$ cat config.mk
export PLATFORM = sky130hd
export DESIGN_NAME = gmm_param_update
export DESIGN_NICKNAME = d
export VERILOG_FILES = /design/src/rtl/gmm_param_update_pkg.sv /design/src/rtl/gmm_param_update_opseq.sv /design/src/rtl/gmm_param_update.sv
export SDC_FILE = /design/constraint.sdc
export NUM_CORES = 2
export LEC_CHECK = 0
export CAP_MARGIN = 25
export CORE_ASPECT_RATIO = 1.75
export CORE_MARGIN = 2
export CORE_UTILIZATION = 40
export CTS_CLUSTER_DIAMETER = 60
export DETAILED_ROUTE_END_ITERATION = 8
export GPL_TIMING_DRIVEN = 0
export SETUP_SLACK_MARGIN = 0.2
export SYNTH_ARGS = -nofsm -noshare
export SYNTH_HDL_FRONTEND = slang
export SYNTH_SLANG_ARGS = --single-unit
$ cat constraint.sdc
create_clock -name clk_i -period 28.3 [get_ports clk_i]
set_input_delay 5.66 -clock clk_i [delete_from_list [all_inputs] [get_ports clk_i]]
set_output_delay 5.66 -clock clk_i [all_outputs]
set_load 0.02 [all_outputs]
$ cat src/rtl/gmm_param_update_pkg.sv
// Shared definitions for the GMM parameter update: FP constants, FSM states,
// operator select and single-precision add/multiply helpers (RNE, subnormals flushed).
package gmm_param_update_pkg;

  localparam logic [31:0] FP_ZERO     = 32'h0000_0000;
  localparam logic [31:0] FP_ONE      = 32'h3F80_0000;
  localparam logic [31:0] FP_QNAN     = 32'h7FC0_0000;
  localparam logic [31:0] VAR_MIN_DEF = 32'h4080_0000;  // 4.0

  typedef enum logic [3:0] {
    S_IDLE, S_SUB_D, S_MUL_RD, S_ADD_MU, S_MUL_DD,
    S_SUB_V, S_MUL_RE, S_ADD_V, S_CLAMP, S_DONE
  } state_e;

  typedef enum logic {OP_ADD, OP_MUL} op_e;

  // a - b is issued as a + fp_neg(b)
  function automatic logic [31:0] fp_neg(input logic [31:0] x);
    return {~x[31], x[30:0]};
  endfunction

  function automatic logic [31:0] fp_add(input logic [31:0] a, input logic [31:0] b);
    logic [31:0] l, s;
    logic [8:0]  diff;
    logic [50:0] ml, ms, sum, nrm;
    logic [5:0]  lz;
    logic [24:0] m;
    logic signed [9:0] e;
    if (a[30:23] == 8'hFF || b[30:23] == 8'hFF) begin
      if ((a[30:23] == 8'hFF && a[22:0] != 23'd0) || (b[30:23] == 8'hFF && b[22:0] != 23'd0))
        return FP_QNAN;
      if (a[30:23] == 8'hFF && b[30:23] == 8'hFF && a[31] != b[31]) return FP_QNAN;
      return (a[30:23] == 8'hFF) ? a : b;
    end
    if (a[30:23] == 8'd0 && b[30:23] == 8'd0) return {a[31] & b[31], 31'd0};
    if (a[30:23] == 8'd0) return b;
    if (b[30:23] == 8'd0) return a;
    // larger magnitude first so the difference is never negative
    if (a[30:0] >= b[30:0]) begin l = a; s = b; end
    else                    begin l = b; s = a; end
    diff = {1'b0, l[30:23]} - {1'b0, s[30:23]};
    ml   = {2'b01, l[22:0], 26'd0};
    // beyond 26 places the small operand only matters as a sticky bit
    ms   = (diff > 9'd26) ? 51'd1 : ({2'b01, s[22:0], 26'd0} >> diff);
    sum  = (l[31] == s[31]) ? ml + ms : ml - ms;
    if (sum == 51'd0) return FP_ZERO;
    lz = 6'd0;
    for (int i = 0; i < 51; i++) if (sum[i]) lz = 6'(50 - i);
    nrm = sum << lz;
    e   = $signed({2'b00, l[30:23]}) + 10'sd1 - $signed({4'b0000, lz});
    m   = {1'b0, nrm[50:27]} + 25'(nrm[26] & ((|nrm[25:0]) | nrm[27]));
    if (m[24]) begin e = e + 10'sd1; m = m >> 1; end
    if (e >= 10'sd255) return {l[31], 8'hFF, 23'd0};
    if (e <= 10'sd0)   return {l[31], 31'd0};
    return {l[31], e[7:0], m[22:0]};
  endfunction

  function automatic logic [31:0] fp_mul(input logic [31:0] a, input logic [31:0] b);
    logic        sg, az, bz, ai, bi, g, st;
    logic [47:0] p;
    logic [24:0] m;
    logic signed [9:0] e;
    sg = a[31] ^ b[31];
    az = (a[30:23] == 8'd0);
    bz = (b[30:23] == 8'd0);
    ai = (a[30:23] == 8'hFF);
    bi = (b[30:23] == 8'hFF);
    if ((ai && a[22:0] != 23'd0) || (bi && b[22:0] != 23'd0)) return FP_QNAN;
    if ((ai && bz) || (bi && az)) return FP_QNAN;
    if (ai || bi) return {sg, 8'hFF, 23'd0};
    if (az || bz) return {sg, 31'd0};
    p = {24'd0, 1'b1, a[22:0]} * {24'd0, 1'b1, b[22:0]};
    e = $signed({2'b00, a[30:23]}) + $signed({2'b00, b[30:23]}) - 10'sd127;
    if (p[47]) begin m = {1'b0, p[47:24]}; g = p[23]; st = |p[22:0]; e = e + 10'sd1; end
    else       begin m = {1'b0, p[46:23]}; g = p[22]; st = |p[21:0]; end
    m = m + 25'(g & (st | m[0]));
    if (m[24]) begin e = e + 10'sd1; m = m >> 1; end
    if (e >= 10'sd255) return {sg, 8'hFF, 23'd0};
    if (e <= 10'sd0)   return {sg, 31'd0};
    return {sg, e[7:0], m[22:0]};
  endfunction

endpackage

$ cat src/rtl/gmm_param_update_opseq.sv
// One FP adder and one FP multiplier behind a single start/done interface.
// Each unit takes an input strobe, computes one cycle later and presents a
// one-cycle result strobe (result always acknowledged). start -> done = 2 cycles.
module gmm_param_update_opseq
  import gmm_param_update_pkg::*;
(
  input  logic        clk_i,
  input  logic        rst_i,
  input  logic        i_start,
  input  op_e         i_op,
  input  logic [31:0] i_a,
  input  logic [31:0] i_b,
  output logic        o_done,
  output logic [31:0] o_z
);

  logic        w_add_stb, w_mul_stb;
  logic        r_add_v, r_mul_v, r_done;
  logic [31:0] r_add_a, r_add_b, r_mul_a, r_mul_b, r_z;

  assign w_add_stb = i_start & (i_op == OP_ADD);
  assign w_mul_stb = i_start & (i_op == OP_MUL);

  // operand capture on the input strobes, then result register with output strobe
  always_ff @(posedge clk_i) begin
    if (rst_i) begin
      r_add_v <= 1'b0; r_mul_v <= 1'b0; r_done <= 1'b0;
      r_add_a <= '0;   r_add_b <= '0;
      r_mul_a <= '0;   r_mul_b <= '0;   r_z <= '0;
    end else begin
      r_add_v <= w_add_stb;
      r_mul_v <= w_mul_stb;
      if (w_add_stb) begin r_add_a <= i_a; r_add_b <= i_b; end
      if (w_mul_stb) begin r_mul_a <= i_a; r_mul_b <= i_b; end
      r_done <= r_add_v | r_mul_v;
      if (r_add_v)      r_z <= fp_add(r_add_a, r_add_b);
      else if (r_mul_v) r_z <= fp_mul(r_mul_a, r_mul_b);
    end
  end

  assign o_done = r_done;
  assign o_z    = r_z;

endmodule

$ cat src/rtl/gmm_param_update.sv
// GMM per-pixel parameter update: mu' = mu + rho*(grey-mu),
// var' = var + rho*((grey-mu)^2 - var), sequenced over one shared FP add/mul pair.
// Optional variance floor: define GMM_VAR_FLOOR_EN to add a CLAMP state that
// forces var_o to VAR_MIN when var' is negative or smaller than VAR_MIN.
module gmm_param_update
  import gmm_param_update_pkg::*;
#(
  parameter int          WIDTH   = 32,
  parameter logic [31:0] VAR_MIN = VAR_MIN_DEF
) (
  input  logic             clk_i,
  input  logic             rst_i,
  input  logic             en_upd,
  input  logic [WIDTH-1:0] rho,
  input  logic [WIDTH-1:0] grey,
  input  logic [WIDTH-1:0] mugrey,
  input  logic [WIDTH-1:0] var_i,
  output logic [WIDTH-1:0] mu_o,
  output logic [WIDTH-1:0] var_o,
  output logic             busy_o,
  output logic             done_upd
);

  if (WIDTH != 32 || VAR_MIN[31]) begin : g_cfg_chk
    $error("gmm_param_update: WIDTH must be 32 and VAR_MIN positive");
  end

  state_e           r_state, w_next;
  logic [WIDTH-1:0] r_rho, r_grey, r_mu, r_var;
  logic [WIDTH-1:0] r_d, r_rd, r_mu_n, r_d2, r_e, r_re, r_var_n;
  logic [WIDTH-1:0] r_mu_o, r_var_o;
  logic             r_issued;
  logic             w_is_op, w_start, w_done;
  op_e              w_op;
  logic [WIDTH-1:0] w_a, w_b, w_z;

  gmm_param_update_opseq u_opseq (
    .clk_i  (clk_i),
    .rst_i  (rst_i),
    .i_start(w_start),
    .i_op   (w_op),
    .i_a    (w_a),
    .i_b    (w_b),
    .o_done (w_done),
    .o_z    (w_z)
  );

  // state register
  always_ff @(posedge clk_i) begin
    if (rst_i) r_state <= S_IDLE;
    else       r_state <= w_next;
  end

  // next state: operator states advance only on the unit's result strobe
  always_comb begin
    w_next = r_state;
    case (r_state)
      S_IDLE:   if (en_upd) w_next = S_SUB_D;
      S_SUB_D:  if (w_done) w_next = S_MUL_RD;
      S_MUL_RD: if (w_done) w_next = S_ADD_MU;
      S_ADD_MU: if (w_done) w_next = S_MUL_DD;
      S_MUL_DD: if (w_done) w_next = S_SUB_V;
      S_SUB_V:  if (w_done) w_next = S_MUL_RE;
      S_MUL_RE: if (w_done) w_next = S_ADD_V;
`ifdef GMM_VAR_FLOOR_EN
      S_ADD_V:  if (w_done) w_next = S_CLAMP;
      S_CLAMP:  w_next = S_DONE;
`else
      S_ADD_V:  if (w_done) w_next = S_DONE;
`endif
      S_DONE:   w_next = S_IDLE;
      default:  w_next = S_IDLE;
    endcase
  end

  // outputs: status flags, operator select and operands (stable for the whole state)
  always_comb begin
    busy_o   = (r_state != S_IDLE);
    done_upd = (r_state == S_DONE);
    w_op     = OP_ADD;
    w_a      = '0;
    w_b      = '0;
    w_is_op  = 1'b1;
    case (r_state)
      S_SUB_D:  begin w_a = r_grey; w_b = fp_neg(r_mu); end
      S_MUL_RD: begin w_op = OP_MUL; w_a = r_rho; w_b = r_d; end
      S_ADD_MU: begin w_a = r_mu; w_b = r_rd; end
      S_MUL_DD: begin w_op = OP_MUL; w_a = r_d; w_b = r_d; end
      S_SUB_V:  begin w_a = r_d2; w_b = fp_neg(r_var); end
      S_MUL_RE: begin w_op = OP_MUL; w_a = r_rho; w_b = r_e; end
      S_ADD_V:  begin w_a = r_var; w_b = r_re; end
      default:  w_is_op = 1'b0;
    endcase
    // strobe only on the entry cycle of each operator state
    w_start = w_is_op & ~r_issued;
  end

  // input capture, per-state temporaries and result registers
  always_ff @(posedge clk_i) begin
    if (rst_i) begin
      r_rho <= '0; r_grey <= '0; r_mu <= '0; r_var <= '0;
      r_d <= '0; r_rd <= '0; r_mu_n <= '0; r_d2 <= '0;
      r_e <= '0; r_re <= '0; r_var_n <= '0;
      r_mu_o <= '0; r_var_o <= '0; r_issued <= 1'b0;
    end else begin
      if (r_state == S_IDLE && en_upd) begin
        r_rho <= rho; r_grey <= grey; r_mu <= mugrey; r_var <= var_i;
      end
      if (w_done)       r_issued <= 1'b0;
      else if (w_start) r_issued <= 1'b1;
      if (w_done) begin
        case (r_state)
          S_SUB_D:  r_d    <= w_z;
          S_MUL_RD: r_rd   <= w_z;
          S_ADD_MU: r_mu_n <= w_z;
          S_MUL_DD: r_d2   <= w_z;
          S_SUB_V:  r_e    <= w_z;
          S_MUL_RE: r_re   <= w_z;
          S_ADD_V: begin
            r_var_n <= w_z;
`ifndef GMM_VAR_FLOOR_EN
            r_mu_o  <= r_mu_n;
            r_var_o <= w_z;
`endif
          end
          default: ;
        endcase
      end
`ifdef GMM_VAR_FLOOR_EN
      if (r_state == S_CLAMP) begin
        r_mu_o  <= r_mu_n;
        r_var_o <= (r_var_n[31] || r_var_n[30:0] < VAR_MIN[30:0]) ? VAR_MIN : r_var_n;
      end
`endif
    end
  end

  assign mu_o  = r_mu_o;
  assign var_o = r_var_o;

endmodule

Word level (Yosys, flattened, before mapping)
Index checks and enable logic that the tools add are counted.
{"block": "totals", "register_bits": 552, "output_inout_bits": 66}
{"block": "classes", "n_addsub": 12, "n_mul": 1, "magnitude_cmp": 6, "n_eq_ne": 22, "shift": 2, "mux": 276, "bitwise": 14, "reduce_logical": 44}
{"cell": "$mux W32", "count": 63}
{"cell": "$pmux W32 S6", "count": 2}
{"cell": "$mux W6", "count": 58}
{"cell": "$mux W10", "count": 24}
{"cell": "$mux W25", "count": 7}
{"cell": "$mux W1", "count": 108}
{"cell": "$mux W51", "count": 2}
{"cell": "$reduce_bool A23 Y1", "count": 4}
{"cell": "$add A50 B51 Y51", "count": 1}
{"cell": "$logic_not A51 Y1", "count": 1}
{"cell": "$shl A51 B6 Y51", "count": 1}
{"cell": "$shr A50 B9 Y51", "count": 1}
{"cell": "$sub A50 B51 Y51", "count": 1}
{"cell": "$and A1 B25 Y25", "count": 2}
{"cell": "$mul A24 B24 Y48", "count": 1}
{"cell": "$mux W23", "count": 2}
{"cell": "$eq A8 B8 Y1 const B", "count": 4}
{"cell": "$logic_not A8 Y1", "count": 4}
{"cell": "$mux W4", "count": 8}
{"cell": "$pmux W4 S8", "count": 1}
{"cell": "$ge A31 B31 Y1", "count": 1}
{"cell": "$add A10 B2 Y10 const B", "count": 3}
{"cell": "$reduce_or A26 Y1", "count": 1}
{"cell": "$add A24 B25 Y25", "count": 1}
{"cell": "other kinds (34)", "count": 76}

Logic depth before layout (Yosys ltp)
{"block": "logic_depth", "depth_word": 124, "ltp_mapped": 72, "depth_no_buf": 59}

Hierarchy
Synthesis repeated with hierarchy kept, for this count alone.
{"block": "unflattened", "hier_cells": 8068, "area_unflattened_um2": 61760.5}
{"module": "gmm_param_update_opseq", "n_inst": 1, "cells_each": 5880, "area_each_um2": 43787.0, "seq_area_each_um2": 3263.1}
{"module": "gmm_param_update", "n_inst": 1, "cells_each": 2188, "area_each_um2": 17973.5, "seq_area_each_um2": 7787.5}

Worst setup path after synthesis
No wires, ideal clock.
{"block": "synth_timing", "path_kind": "flip-flop to flip-flop", "from": "reg u_opseq.r_add_b[29]", "to": "reg u_opseq.r_z[7] (netlist: u_opseq.o_z[7])", "setup_ns": 0.086, "arrival_time_ns": 12.952, "required_time_ns": 28.214, "slack_ns": 15.262, "stages_incl_launch_ff": 65, "n_path_buf": 14, "period_less_slack_ns": 13.038, "path_cell_list": "dfxtp_1 inv_1 ha_1 buf_2 a21oi_1 nand2_1 a221oi_2 nand2_1 buf_2 nor2_2 buf_2 clkbuf_1 clkbuf_1 a21oi_1 ha_1 clkbuf_1 buf_1 clkbuf_1 (+29 left out) clkbuf_1 ha_1 nor2b_1 o21ai_0 nand2b_1 a21o_1 a21o_1 xnor2_1 nor3_1 nand2_1 nor2b_1 and2_1 o211ai_1 a22oi_1 a211oi_2 buf_4 nand3_1 a221oi_2"}
{"block": "synth_via", "elab_chain_len": 102}
{"element": "from (decl)", "line": "gmm_param_update_opseq.sv:19", "source": "logic [31:0] r_add_a, r_add_b, r_mul_a, r_mul_b, r_z;"}
{"element": "from (signal assigned)", "line": "gmm_param_update_opseq.sv:33", "source": "if (w_add_stb) begin r_add_a <= i_a; r_add_b <= i_b; end"}
{"element": "$ge A31 B31 Y1", "line": "gmm_param_update_pkg.sv:39", "source": "if (a[30:0] >= b[30:0]) begin l = a; s = b; end"}
{"element": "$mux W32 (2 in a row)", "line": "gmm_param_update_pkg.sv:39"}
{"element": "$mux W32", "line": "gmm_param_update_pkg.sv:37", "source": "if (b[30:23] == 8'd0) return a;"}
{"element": "$mux W32", "line": "gmm_param_update_pkg.sv:36", "source": "if (a[30:23] == 8'd0) return b;"}
{"element": "$mux W32", "line": "gmm_param_update_pkg.sv:35", "source": "if (a[30:23] == 8'd0 && b[30:23] == 8'd0) return {a[31] & b[31], 31'd0};"}
{"element": "$mux W32", "line": "gmm_param_update_opseq.sv:36", "source": "if (r_add_v) r_z <= fp_add(r_add_a, r_add_b);"}
{"element": "$mux W32", "line": "gmm_param_update_opseq.sv:26", "source": "if (rst_i) begin"}
{"element": "$sub A8 B8 Y9", "line": "gmm_param_update_pkg.sv:41", "source": "diff = {1'b0, l[30:23]} - {1'b0, s[30:23]};"}
{"element": "(+85 left out)"}
{"element": "$mux W32", "line": "gmm_param_update_pkg.sv:55", "source": "return {l[31], e[7:0], m[22:0]};"}
{"element": "$mux W32", "line": "gmm_param_update_pkg.sv:54", "source": "if (e <= 10'sd0) return {l[31], 31'd0};"}
{"element": "$mux W32", "line": "gmm_param_update_pkg.sv:47", "source": "lz = 6'd0;"}
{"element": "$mux W32", "line": "gmm_param_update_pkg.sv:39"}
{"element": "$mux W32", "line": "gmm_param_update_pkg.sv:37"}
{"element": "$mux W32", "line": "gmm_param_update_pkg.sv:36"}
{"element": "$mux W32 *", "line": "gmm_param_update_pkg.sv:35"}
{"element": "$mux W32 *", "line": "gmm_param_update_opseq.sv:36"}
{"element": "to (signal assigned)", "line": "gmm_param_update_opseq.sv:36"}
{"element": "to (signal assigned)", "line": "gmm_param_update_opseq.sv:37", "source": "else if (r_mul_v) r_z <= fp_mul(r_mul_a, r_mul_b);"}
{"element": "to (decl)", "line": "gmm_param_update_opseq.sv:19"}
Mark *: on every way between the ends. The rest lies on a longest branch, timed or not. The select of a mux whose other input is x is not followed.
A chain may end at the register's enable or synchronous reset.

Worst setup path in the final report
{"block": "layout_timing", "from": "reg u_opseq.r_add_b[8]", "to": "reg u_opseq.r_z[13] (netlist: u_opseq.o_z[13])"}
Same word-level chain as after synthesis.

==> results.md <==
- Drt total wl: 312000 um
- Synth Register Bits: 552
- Wire per inst: 30.7 um
- # resized after CTS: 0
- Max clock buf depth: 3
- Syn avg cell area: 7.63 sq um
- Antenna viol nets, final: 0
- CTS tree: done
- # rows: 187
- Die Span X: 296 um
- Worst Setup EP: u_opseq.o_z[13]$_SDFFE_PP0P_
- Reg2reg end: u_opseq.o_z[13]$_SDFFE_PP0P_
- Core Area: 148000 sq um
- Reg2reg start: u_opseq.r_add_b[8]$_SDFFE_PP0P_
- CTS Sinks: 552
- Share of cells above drive strength 1: 5.14%
- Post-DP HPWL: 255000 um
- Post-synthesis sequential area ratio: 18.5%
- Overall die area: 152000 sq um
- H-tree depth: 2
- Post-synth top area share: 18.5%
- Final hold violation count: 0
- Synth cell types: 130
- Setup CP Type: register to register
- Initial Util: 40.2%
- Critical Path RT: 28.73 ns
- Layout Area Growth over Synthesis: 11.1%
- Fillers: 15569
- DR iter-0 viols: 5375
- GRT Overall Usage: 40.7%
- Leakage dissipation: 26.4 nW
- Sum Neg Setup Slack: 0 ns
- Via density: 6.17
- RSZ-0062 raised after global routing: false
- Min-Delay Path Class: register to register
- Root Driver: clkbuf_16
- CP Data Arrival Time: 20.27 ns
- Initial antenna violation count: 21
- First-pass GRT wire length: 445000 um
- Async set or reset register ratio after synthesis: 0%
- Post-layout nets: 9000
- Power per cell area: 66.1 nW/um^2
- Syn Inst Count: 7818
- Drt drc: 0
- Ys flop type: dfxtp_1
- R2R depth: 54
- Worst-Margin Slew: 1.44 ns
- Util after Layout: 44.7%
- Max-slew violations: 0
- TritonRoute pass-1 iters: 8
- DP Cell Count: 10024
- Port buffer count: 195
- Highest clock rate: 0.0504 GHz
- Post-route worst setup slack: 8.46 ns
- Final setup viols: 0
- Post-Syn Nets: 8708
- Period utilization: 70.1%
- GR Overflow Total: 0
- Clock Latency Late Sink: 0.66 ns
- Worst slew margin: 4.26%
- Cell taking the most area after synthesis: dfxtp_1
- Skew final: 0.0300 ns
- Yosys warning count: 0
- Worst VDD drop: 0.0000464 V
- Die height: 515 um
- Largest net degree at the start of global routing: 19
- Biggest cell delay along the critical path: 1.00 ns
- Critical Path End Type: register
- Fin crit period: 19.84 ns
- Fin cells: 10144
- I/O pin cnt: 197
- Max_cap viols: 0
- CP Launch Type: register
- Via count: 62538
- Worst setup path startpoint: u_opseq.r_add_b[8]$_SDFFE_PP0P_
- Cell Area, Synth: 59700 sq um
- Vias in the first global route: 63254
- Area contributors post-synth: dfxtp_1, fa_1, nand2_1, ha_1, a21oi_1
- CP max-delay cell: a211oi_1
- Critical Path Fanout Max: 10
- Setup bufs post-CTS: 0
- Hold Buf Count CTS: 0
- TritonCTS Buffers: 46
- Setup slack at placement: 9.52 ns
- Flop-to-flop setup slack: 8.46 ns
- RePlAce Congestion: 1.06
- WHS Path Cells: 2
- Outcome: completed
- Post-synth EDFFs: 0
- Reg clk slew, reported paths: 0.08 ns
-- power by group --
group / internal (mW) / switching [mW]
combinational: 0.850 / 1.96
sequential: 0.802 / 0.0378
clock: 0.386 / 0.348
-- final cells by class --
class / instances / area (sq um) / share of cell area, %
Multi-Input combinational cell: 6015 / 43700 / 65.9
Antenna cell: 13 / 32.5 / 0.0491
Clock buffer: 57 / 1250 / 1.89
Buffer: 572 / 2470 / 3.72
Sequential cell: 552 / 11100 / 16.7
Tap cell: 1984 / 2480 / 3.74
Inverter: 679 / 2560 / 3.86
Timing Repair Buffer: 244 / 2400 / 3.61
Clock inverter: 28 / 395 / 0.596
-- logic make-up (layout without fill, tap and decap cells) --
logic type | Yosys count | in the layout | share of synthesized area [%]
flip-flops | 552 | 552 | 18.5
XOR/XNOR | 171 | 171 | 2.53
adder cells (fa/ha/maj) | 760 | 760 | 22.0
multiplexers | 247 | 247 | 4.54
AO/OA/AOI/OAI | 1935 | 1935 | 21.8
AND/OR/NAND/NOR | 2902 | 2902 | 22.2
other | 0 | 13 | 0
buffers and inverters | 1251 | 1580 | 8.41
-- worst min-delay path by stage --
stage / from / to / slack [ns]
after floorplan: r_mu_n[0]$_SDFFE_PP0P_ / mu_o[0]$_SDFFE_PP0P_ / 0.43
after global placement: r_mu_n[22]$_SDFFE_PP0P_ / mu_o[22]$_SDFFE_PP0P_ / 0.44
after detailed placement: r_re[20]$_SDFFE_PP0P_ / r_re[20]$_SDFFE_PP0P_ / 0.45
after CTS: r_re[23]$_SDFFE_PP0P_ / r_re[23]$_SDFFE_PP0P_ / 0.46
after global routing: r_mu_n[17]$_SDFFE_PP0P_ / mu_o[17]$_SDFFE_PP0P_ / 0.47
final: r_mu_n[18]$_SDFFE_PP0P_ / mu_o[18]$_SDFFE_PP0P_ / 0.46
-- routing by layer --
| metal | vias up | track usage, % | part of all wire (%) |
|---|---|---|---|
| met1 | 30137 | 38.3 | 31 |
| li1 | 27469 | - | - |
| met3 | 1544 | 10.0 | 7.1 |
| met5 | - | 0.0325 | 0.022 |
| met4 | 10 | 44.1 | 13 |
| met2 | 3378 | 68.9 | 48 |
-- critical path: cells and delay by family (launching register included) --
family	cells	cell delay, ns
AO/OA/AOI/OAI	25	7.54
AND/OR/NAND/NOR	12	3.78
flip-flops	1	0.69
adder cells (fa/ha/maj)	4	1.48
multiplexers	1	0.69
buffers and inverters	12	5.38
-- Yosys cell counts, types with 31 or more instances --
cell / instances
a221oi_1: 50
o211ai_1: 61
a21o_1: 71
mux2i_1: 184
nand3_1: 144
a22oi_1: 182
and2_1: 255
fa_1: 485
nand4_1: 66
inv_1: 673
clkbuf_2: 31
ha_1: 274
o31ai_1: 35
a221o_1: 40
a211oi_1: 171
or3_1: 39
nand2_1: 1512
clkbuf_1: 425
xnor2_1: 114
nor4_1: 74
xor2_1: 55
mux2_2: 45
buf_2: 49
o21ai_0: 201
a31oi_1: 64
and3_1: 37
nor3_1: 163
a21oi_1: 655
nor2_1: 422
o22ai_1: 44
dfxtp_1: 552
o21a_1: 31
nand2b_1: 39
-- metrics by stage --
stage	instance area, sq um	power, mW	hold WS [ns]
floorplan	59700	2.54	0.432
global placement	64100	3.52	0.441
detailed placement	64400	3.52	0.447
CTS	66000	4.25	0.458
global route	66300	4.51	0.473
finish	66300	4.38	0.456
-- placed cells by master, fill, tap and decap left out, types with 39 or more instances in the layout --
master,n
buf_2,59
o22ai_1,44
clkbuf_1,430
dfxtp_1,552
o211ai_1,61
inv_1,673
and2_1,255
fa_1,485
a221o_1,40
a221oi_1,47
mux2_2,45
nor3_1,161
nand2b_1,39
a31oi_1,64
o21ai_0,201
buf_4,41
a21oi_1,652
clkbuf_16,47
xor2_1,55
nand4_1,66
clkdlybuf4s50_1,195
nor4_1,72
a211oi_1,171
xnor2_1,113
mux2i_1,184
nand2_1,1512
ha_1,274
nand3_1,144
a21o_1,71
or3_1,39
nor2_1,422
a22oi_1,182
Power figures use the tool's default switching activity.
